**src/rtl/uart_tx_ctrl_if.sv**
```systemverilog
// Byte handshake, shifter strobes and serial line between host, shifter and the UART TX controller.
// The controller takes the slave modport; the host/shifter side takes master.
interface uart_tx_ctrl_if;
   logic       i_tx_start;
   logic [7:0] i_datain;
   logic       i_serialdata;
   logic       o_load;
   logic [7:0] o_load_data;
   logic       o_shift;
   logic       o_tx;
   logic       o_busy;
   logic       o_done;

   modport slave (
      input  i_tx_start,
      input  i_datain,
      input  i_serialdata,
      output o_load,
      output o_load_data,
      output o_shift,
      output o_tx,
      output o_busy,
      output o_done
   );

   modport master (
      output i_tx_start,
      output i_datain,
      output i_serialdata,
      input  o_load,
      input  o_load_data,
      input  o_shift,
      input  o_tx,
      input  o_busy,
      input  o_done
   );
endinterface

```
**src/rtl/uart_tx_ctrl.sv**
```systemverilog
// UART transmit controller: baud timing, shifter load/shift strobes and the start/data/parity/stop
// line mux for an external 8-bit PISO shifter whose output register feeds i_serialdata.
module uart_tx_ctrl #(
   parameter int CLKS_PER_BIT = 16,
   parameter int PARITY_EN    = 0,
   parameter int PARITY_ODD   = 0,
   parameter int STOP_BITS    = 1
) (
   input logic           i_clk,
   input logic           i_rst_n,
   uart_tx_ctrl_if.slave bus
);

   localparam int             CW        = (CLKS_PER_BIT > 1) ? $clog2(CLKS_PER_BIT) : 1;
   localparam logic [CW-1:0]  BAUD_LAST = CW'(CLKS_PER_BIT - 1);
   localparam logic [CW-1:0]  BAUD_PRE  = CW'(CLKS_PER_BIT - 2);
   localparam logic [2:0]     STOP_LAST = 3'(STOP_BITS - 1);
   localparam logic           ODD_MODE  = (PARITY_ODD != 0);

   typedef enum logic [2:0] {
      IDLE,
      START,
      DATA,
      PARITY,
      STOP
   } state_t;

   state_t        state;
   logic [CW-1:0] baud_cnt;
   logic [2:0]    bit_idx;
   logic          parity_reg;
   logic [7:0]    data_reg;
   logic          load_q;
   logic          shift_q;
   logic          busy_q;
   logic          done_q;
   logic          tx_mux;
   logic          bit_end;
   logic          bit_pre;

   assign bit_end = (baud_cnt == BAUD_LAST);
   assign bit_pre = (baud_cnt == BAUD_PRE);

   // Shift is registered one cycle early so it lands on the last cycle of START and data bits 0..6;
   // the shifter's output register then presents the next bit exactly at the following bit boundary.
   always_ff @(posedge i_clk or negedge i_rst_n) begin
      if (!i_rst_n) begin
         state      <= IDLE;
         baud_cnt   <= '0;
         bit_idx    <= '0;
         parity_reg <= 1'b0;
         data_reg   <= '0;
         load_q     <= 1'b0;
         shift_q    <= 1'b0;
         busy_q     <= 1'b0;
         done_q     <= 1'b0;
      end else begin
         load_q  <= 1'b0;
         done_q  <= 1'b0;
         shift_q <= bit_pre && ((state == START) || ((state == DATA) && (bit_idx != 3'd7)));
         case (state)
            IDLE: begin
               if (bus.i_tx_start) begin
                  state      <= START;
                  baud_cnt   <= '0;
                  bit_idx    <= '0;
                  data_reg   <= bus.i_datain;
                  parity_reg <= (^bus.i_datain) ^ ODD_MODE;
                  load_q     <= 1'b1;
                  busy_q     <= 1'b1;
               end
            end
            START: begin
               if (bit_end) begin
                  baud_cnt <= '0;
                  bit_idx  <= '0;
                  state    <= DATA;
               end else begin
                  baud_cnt <= baud_cnt + CW'(1);
               end
            end
            DATA: begin
               if (bit_end) begin
                  baud_cnt <= '0;
                  if (bit_idx == 3'd7) begin
                     bit_idx <= '0;
                     state   <= (PARITY_EN != 0) ? PARITY : STOP;
                  end else begin
                     bit_idx <= bit_idx + 3'd1;
                  end
               end else begin
                  baud_cnt <= baud_cnt + CW'(1);
               end
            end
            PARITY: begin
               if (bit_end) begin
                  baud_cnt <= '0;
                  bit_idx  <= '0;
                  state    <= STOP;
               end else begin
                  baud_cnt <= baud_cnt + CW'(1);
               end
            end
            STOP: begin
               if (bit_end) begin
                  baud_cnt <= '0;
                  if (bit_idx == STOP_LAST) begin
                     bit_idx <= '0;
                     state   <= IDLE;
                     busy_q  <= 1'b0;
                     done_q  <= 1'b1;
                  end else begin
                     bit_idx <= bit_idx + 3'd1;
                  end
               end else begin
                  baud_cnt <= baud_cnt + CW'(1);
               end
            end
            default: begin
               state    <= IDLE;
               baud_cnt <= '0;
               bit_idx  <= '0;
               busy_q   <= 1'b0;
            end
         endcase
      end
   end

   // Line level depends only on registered state, so reset forces it high without a low glitch.
   always_comb begin
      tx_mux = 1'b1;
      case (state)
         START:   tx_mux = 1'b0;
         DATA:    tx_mux = bus.i_serialdata;
         PARITY:  tx_mux = parity_reg;
         default: tx_mux = 1'b1;
      endcase
   end

   assign bus.o_tx        = tx_mux;
   assign bus.o_load      = load_q;
   assign bus.o_load_data = data_reg;
   assign bus.o_shift     = shift_q;
   assign bus.o_busy      = busy_q;
   assign bus.o_done      = done_q;

endmodule

```
**src/flat_wrapper.sv**
```systemverilog
// flat-port wrapper written by rule: the top's interface ports become plain ports
module uart_tx_ctrl_flat 
#(
   parameter int CLKS_PER_BIT = 16,
   parameter int PARITY_EN    = 0,
   parameter int PARITY_ODD   = 0,
   parameter int STOP_BITS    = 1
)
  (i_clk, i_rst_n, bus_i_tx_start, bus_i_datain, bus_i_serialdata, bus_o_load, bus_o_load_data, bus_o_shift, bus_o_tx, bus_o_busy, bus_o_done);
  uart_tx_ctrl_if bus_i ();
  input logic i_clk;
  input logic i_rst_n;
  input wire logic [$bits(bus_i.i_tx_start)-1:0] bus_i_tx_start;
  input wire logic [$bits(bus_i.i_datain)-1:0] bus_i_datain;
  input wire logic [$bits(bus_i.i_serialdata)-1:0] bus_i_serialdata;
  output wire logic [$bits(bus_i.o_load)-1:0] bus_o_load;
  output wire logic [$bits(bus_i.o_load_data)-1:0] bus_o_load_data;
  output wire logic [$bits(bus_i.o_shift)-1:0] bus_o_shift;
  output wire logic [$bits(bus_i.o_tx)-1:0] bus_o_tx;
  output wire logic [$bits(bus_i.o_busy)-1:0] bus_o_busy;
  output wire logic [$bits(bus_i.o_done)-1:0] bus_o_done;
  assign bus_i.i_tx_start = bus_i_tx_start;
  assign bus_i.i_datain = bus_i_datain;
  assign bus_i.i_serialdata = bus_i_serialdata;
  assign bus_o_load = bus_i.o_load;
  assign bus_o_load_data = bus_i.o_load_data;
  assign bus_o_shift = bus_i.o_shift;
  assign bus_o_tx = bus_i.o_tx;
  assign bus_o_busy = bus_i.o_busy;
  assign bus_o_done = bus_i.o_done;
  uart_tx_ctrl #(.CLKS_PER_BIT(CLKS_PER_BIT), .PARITY_EN(PARITY_EN), .PARITY_ODD(PARITY_ODD), .STOP_BITS(STOP_BITS)) u_core (.i_clk(i_clk), .i_rst_n(i_rst_n), .bus(bus_i));
endmodule
```
**config.mk**
```make
export PLATFORM = sky130hd
export DESIGN_NAME = uart_tx_ctrl_flat
export DESIGN_NICKNAME = d
export VERILOG_FILES = /design/src/rtl/uart_tx_ctrl_if.sv /design/src/rtl/uart_tx_ctrl.sv /design/src/flat_wrapper.sv
export SDC_FILE = /design/constraint.sdc
export NUM_CORES = 1
export LEC_CHECK = 0
export CORE_ASPECT_RATIO = 0.8
export CORE_MARGIN = 4
export CORE_UTILIZATION = 42
export CTS_CLUSTER_DIAMETER = 100
export DETAILED_ROUTE_END_ITERATION = 10
export GPL_ROUTABILITY_DRIVEN = 0
export PLACE_DENSITY_LB_ADDON = 0.15
export SYNTH_ARGS = -nofsm -noshare
export SYNTH_HDL_FRONTEND = slang
export SYNTH_SLANG_ARGS = --single-unit
```
**constraint.sdc**
```tcl
create_clock -name i_clk -period 2.1 [get_ports i_clk]
set_input_delay 0.63 -clock i_clk [delete_from_list [all_inputs] [get_ports i_clk]]
set_output_delay 0.63 -clock i_clk [all_outputs]
set_load 0.03 [all_outputs]
```
-- Word level (Yosys, flattened, before mapping)
Index checks and enable logic that the tools add are counted.
- $add $sub $neg: 2
- equal/unequal tests: 16
- multiplexer cells: 28
- bitwise logic cells: 1
- reductions and logical operators: 13
- operators with widths (operator ; count):
    3-bit two-way mux ; 13
    3-bit case mux with 5 select lines ; 1
    2-bit by 1-bit != test with 1-bit output (second input constant) ; 6
    3-bit case mux with 4 select lines ; 1
    4-bit equality test (second input constant) ; 2
    1-bit two-way mux ; 8
    4-bit two-way mux ; 2
    4-bit case mux with 2 select lines ; 1
    4-bit AND reduction ; 2
    8-bit XOR reduction ; 1
    7-bit AND reduction ; 1
    3-bit by 2-bit equality test with 1-bit output (second input constant) ; 2
    3-bit equality test (second input constant) ; 2
    3-bit logical NOT ; 2
    1-bit case mux with 3 select lines ; 2
    4-bit by 1-bit adder with 4-bit output (second input constant) ; 1
    2-bit != test (second input constant) ; 2
    4-bit OR reduction ; 1
    3-bit by 1-bit adder with 3-bit output (second input constant) ; 1
    3-bit by 1-bit equality test with 1-bit output (second input constant) ; 1
    3-bit != test (second input constant) ; 1
    3-bit OR reduction ; 1
    1-bit logical AND ; 2
    2-bit AND reduction ; 1
    other kinds (3) ; 3
- register bits: 23
- input bits: 12
- output and inout bits: 13
- logic and storage cells: 69

-- Depth between registers and ports, before layout
- depth after elaboration: 4
- mapped depth: 6
- depth with buffers taken out: 6

-- Worst setup path before layout
Ideal clock, no wire load.
- path kind: register -> output
- start: register u_core.state[0]
- end: output port bus_o_tx
- arrival time: 1.078 ns
- data required time: 1.470 ns
- slack: 0.392 ns
- stages on the path, launching flop included: 5
- buffers on the path: 1
- cell sequence: dfrtp_1 clkbuf_1 nor2_1 a22o_1 nand2_1
- word-level cells in the longest chain between the ends: 2
- elaborated cells on any way between the ends: 4
- those cells by class: eq/ne: 3; mux: 1
- RTL lines (element ; line ; source):
    start: declaration ; uart_tx_ctrl.sv:28 ; state_t state;
    start signal: assignment ; uart_tx_ctrl.sv:87 ; state <= (PARITY_EN != 0) ? PARITY : STOP;
    3-bit by 2-bit equality test with 1-bit output or 3-bit by 1-bit equality test with 1-bit output (tied branches) ; uart_tx_ctrl.sv:132 ; case (state)
    1-bit case mux with 3 select lines (*) ; uart_tx_ctrl.sv:132 ;
    end: declaration ; flat_wrapper.sv:19 ; output wire logic [$bits(bus_i.o_tx)-1:0] bus_o_tx;
Mark *: on every way between the ends. The rest lies on a longest branch, timed or not.

-- Worst setup path in the final report
- start: register u_core.busy_q (netlist: u_core.bus.o_busy)
- end: output port bus_o_busy
- RTL lines (element ; line ; source):
    start: declaration ; uart_tx_ctrl.sv:35 ; logic busy_q;
    start signal: assignment ; uart_tx_ctrl.sv:55 ; busy_q <= 1'b0;
    start signal: assignment ; uart_tx_ctrl.sv:70 ; busy_q <= 1'b1;
    start signal: assignment ; uart_tx_ctrl.sv:110 ; busy_q <= 1'b0;
    end: declaration ; flat_wrapper.sv:20 ; output wire logic [$bits(bus_i.o_busy)-1:0] bus_o_busy;
No word-level cell between the ends.

==> impl_metrics.tcl <==
set metrics [dict create \
    cts_sinks 23 \
    tritoncts "yes" \
    async_reset_ff_share_pct 100 \
    cp_data_required_time_ns 1.47 \
    dr.pass1.iters 4 \
    overflow 0 \
    ys.flop_type "dfrtp_1" \
    drv_cap 0 \
    grt_max_degree 24 \
    cts_setup_buffers 0 \
    hp-class "reg -> reg" \
    drc 0 \
    multi_input_area_um2 574 \
    synth_area_per_cell_um2 10.9 \
    synth-seq-cells 23 \
    cts.htree.levels 1 \
    largest_register_ffs 8 \
    r2r_setup_slack_ns 0.39 \
    cts-root-buf "clkbuf_4" \
    maxSlewViolCount 0 \
    ys_seq_area_share_pct 48.0 \
    worst_pin_slew_ns 0.316 \
    vias_per_cell 4.85 \
    coreArea_mm2 0.00274 \
    groute.usage.overall_pct 13.6 \
    synth.distinct_cells 32 \
    cp_max_fo 3 \
    layout.area.seq_um2 578 \
    cts_buffers 3 \
    max_freq_mhz 497 \
    synthMostInstantiatedCell "dfrtp_1" \
    cpMaxStageDelayCell "clkdlybuf4s50_1" \
    synthTopCellsByCount "dfrtp_1 (23), nand2_1 (14), xnor2_1 (9), mux2_2 (8), nor2_1 (7)" \
    insertion_delay_ns 0.31 \
    numPortBuffers 24 \
    fin_crit_ns 2.01 \
    nFillCells 244 \
    finalSetupViolCount 0 \
    die-area_mm2 0.00378 \
    synth_top_area_share_pct 48.0 \
    hold_ws_ns 0.516 \
    status "complete, no violations" \
    period_share_pct 95.8 \
    grt_pass1_vias 854 \
    synth_edf_count 0 \
    grt_first_pass_wirelength_mm 3.91 \
    ios 25 \
    antenna_found_initial 0 \
    placed_cells 172 \
    syn-num-nets 127 \
    path_class "reg -> out" \
    crit_arrival_ns 1.38 \
    drt_iter0_drc 46 \
    die_width_um 67.8 \
    yosys.area.top_type "dfrtp_1" \
    cp.depth 1 \
    finalWirelength_mm 2.24 \
    hold_viol 0 \
    powerDensity_mw_per_mm2 1260 \
    crit_family "buffers and inverters" \
    worst_r2r_path_depth 5 \
    p_total_mw 1.91 \
    vias 854 \
    crit_buf_inv 1 \
    stdcell_count 176 \
    slew_headroom_pct 78.8 \
    fin_skew_ns 0.00459 \
    start_util_pct 43.7 \
    wl_per_cell_um 12.7 \
    rows 17 \
    whs_path_depth 1 \
    path_clk_slew_ns 0.12 \
    clockBufferDepth 2 \
    ir_drop_mv 0.622 \
    yosysWarnings 0 \
    dp.final_hpwl_mm 1.66 \
    grt_setup_unrepaired "false" \
    nets 156 \
    area_growth_pct 26.4 \
    p_leak_nw 0.661 \
    ant_nets 0 \
    n_antenna_cell 0 \
    ctsHoldBuffers 0 \
    end_kind "output port" \
    crit_chain "clkdlybuf4s50_1" \
    crit_path_max_incr_delay_ns 0.68 \
    chipHeight_um 55.8 \
    yosys-top-cells-area "dfrtp_1 (48%), mux2_2 (7.5%), xnor2_1 (6.6%)" \
    syn_inst 110 \
    synthesis.area_mm2 0.00120 \
    tns_ns 0 \
    drive_above_1_share_pct 19.6 \
    start_kind "register" \
]
==> cell type report <==
type,count,share of cell area [%]
clock inverter,1,0.330
clock buffer,3,1.49
tap,38,3.14
sequential,23,38.1
multi-input combinational,78,37.9
inverter,5,1.24
timing repair buffer,28,17.8
==> cell families (layout without fill, tap and decap cells) <==
group,Yosys count,in the layout,synth area share (%)
and+or+nand+nor,35,35,14.8
DFF,23,23,48.0
AOI/OAI and AO/OA,16,16,8.97
xor gates and xnor gates,11,11,8.03
muxes,11,11,10.8
buffers and inverters,9,37,4.17
adders and majority gates,5,5,5.21
==> through the flow <==
step,setup WS [ns],cell area [um2],utilization [%]
4_1_cts,0.0109,1510,55.2
6_report,0.0872,1520,55.3
5_1_grt,0.0131,1520,55.3
3_3_place_gp,-0.0416,1480,54.1
3_5_place_dp,-0.0728,1480,54.1
2_1_floorplan,0.392,1200,-
==> cells in the final DEF (no fill, tap or decap), drive strengths merged, types with 3 or more instances in the layout <==
master         synthesis  layout
a21oi                  5       5
buf                    3       5
clkbuf                 1       3
clkdlybuf4s50          0      22
dfrtp                 23      23
ha                     5       5
inv                    5       5
mux2                  10      10
nand2                 14      14
nor2                   8       8
o21ai                  5       5
xnor2                  9       9
==> final timing paths <==
kind	startpoint	to
setup / recovery	u_core.bus.o_busy$_DFFE_PN0P_	bus_o_busy
hold / removal	u_core.bus.o_load_data[6]$_DFFE_PN0P_	u_core.bus.o_load_data[6]$_DFFE_PN0P_
setup reg to reg	u_core.baud_cnt[0]$_DFFE_PN0N_	u_core.bit_idx[2]$_DFFE_PN0P_
hold reg to reg	u_core.bus.o_load_data[6]$_DFFE_PN0P_	u_core.bus.o_load_data[6]$_DFFE_PN0P_
max in group asynchronous	i_rst_n	u_core.state[1]$_DFFE_PN0P_
min in group asynchronous	i_rst_n	u_core.bus.o_load_data[0]$_DFFE_PN0P_
==> report_power, final <==
part	leakage, nW	internal (mW)	switching, mW
registers	0.282	0.608	0.161
clock network	0.0177	0.0712	0.132
logic	0.361	0.454	0.488
==> repair_timing <==
| action | 4_1_cts | 5_1_grt |
|---|---|---|
| gates resized for setup | 2 | 2 |
| pin swaps | 1 | 0 |
| setup endpoints to repair | 1 | 1 |
==> routing by layer <==
metal  vias to the layer above  GRT usage (%)  share of wire, %
met2                        19           20.8                46
met4                         0           2.60              0.72
met3                         2           4.85               4.7
met1                       402           18.6                49
li1                        431              -                 -
met5                         -              0                 0
No activity file was read; power rests on OpenSTA's default activity.
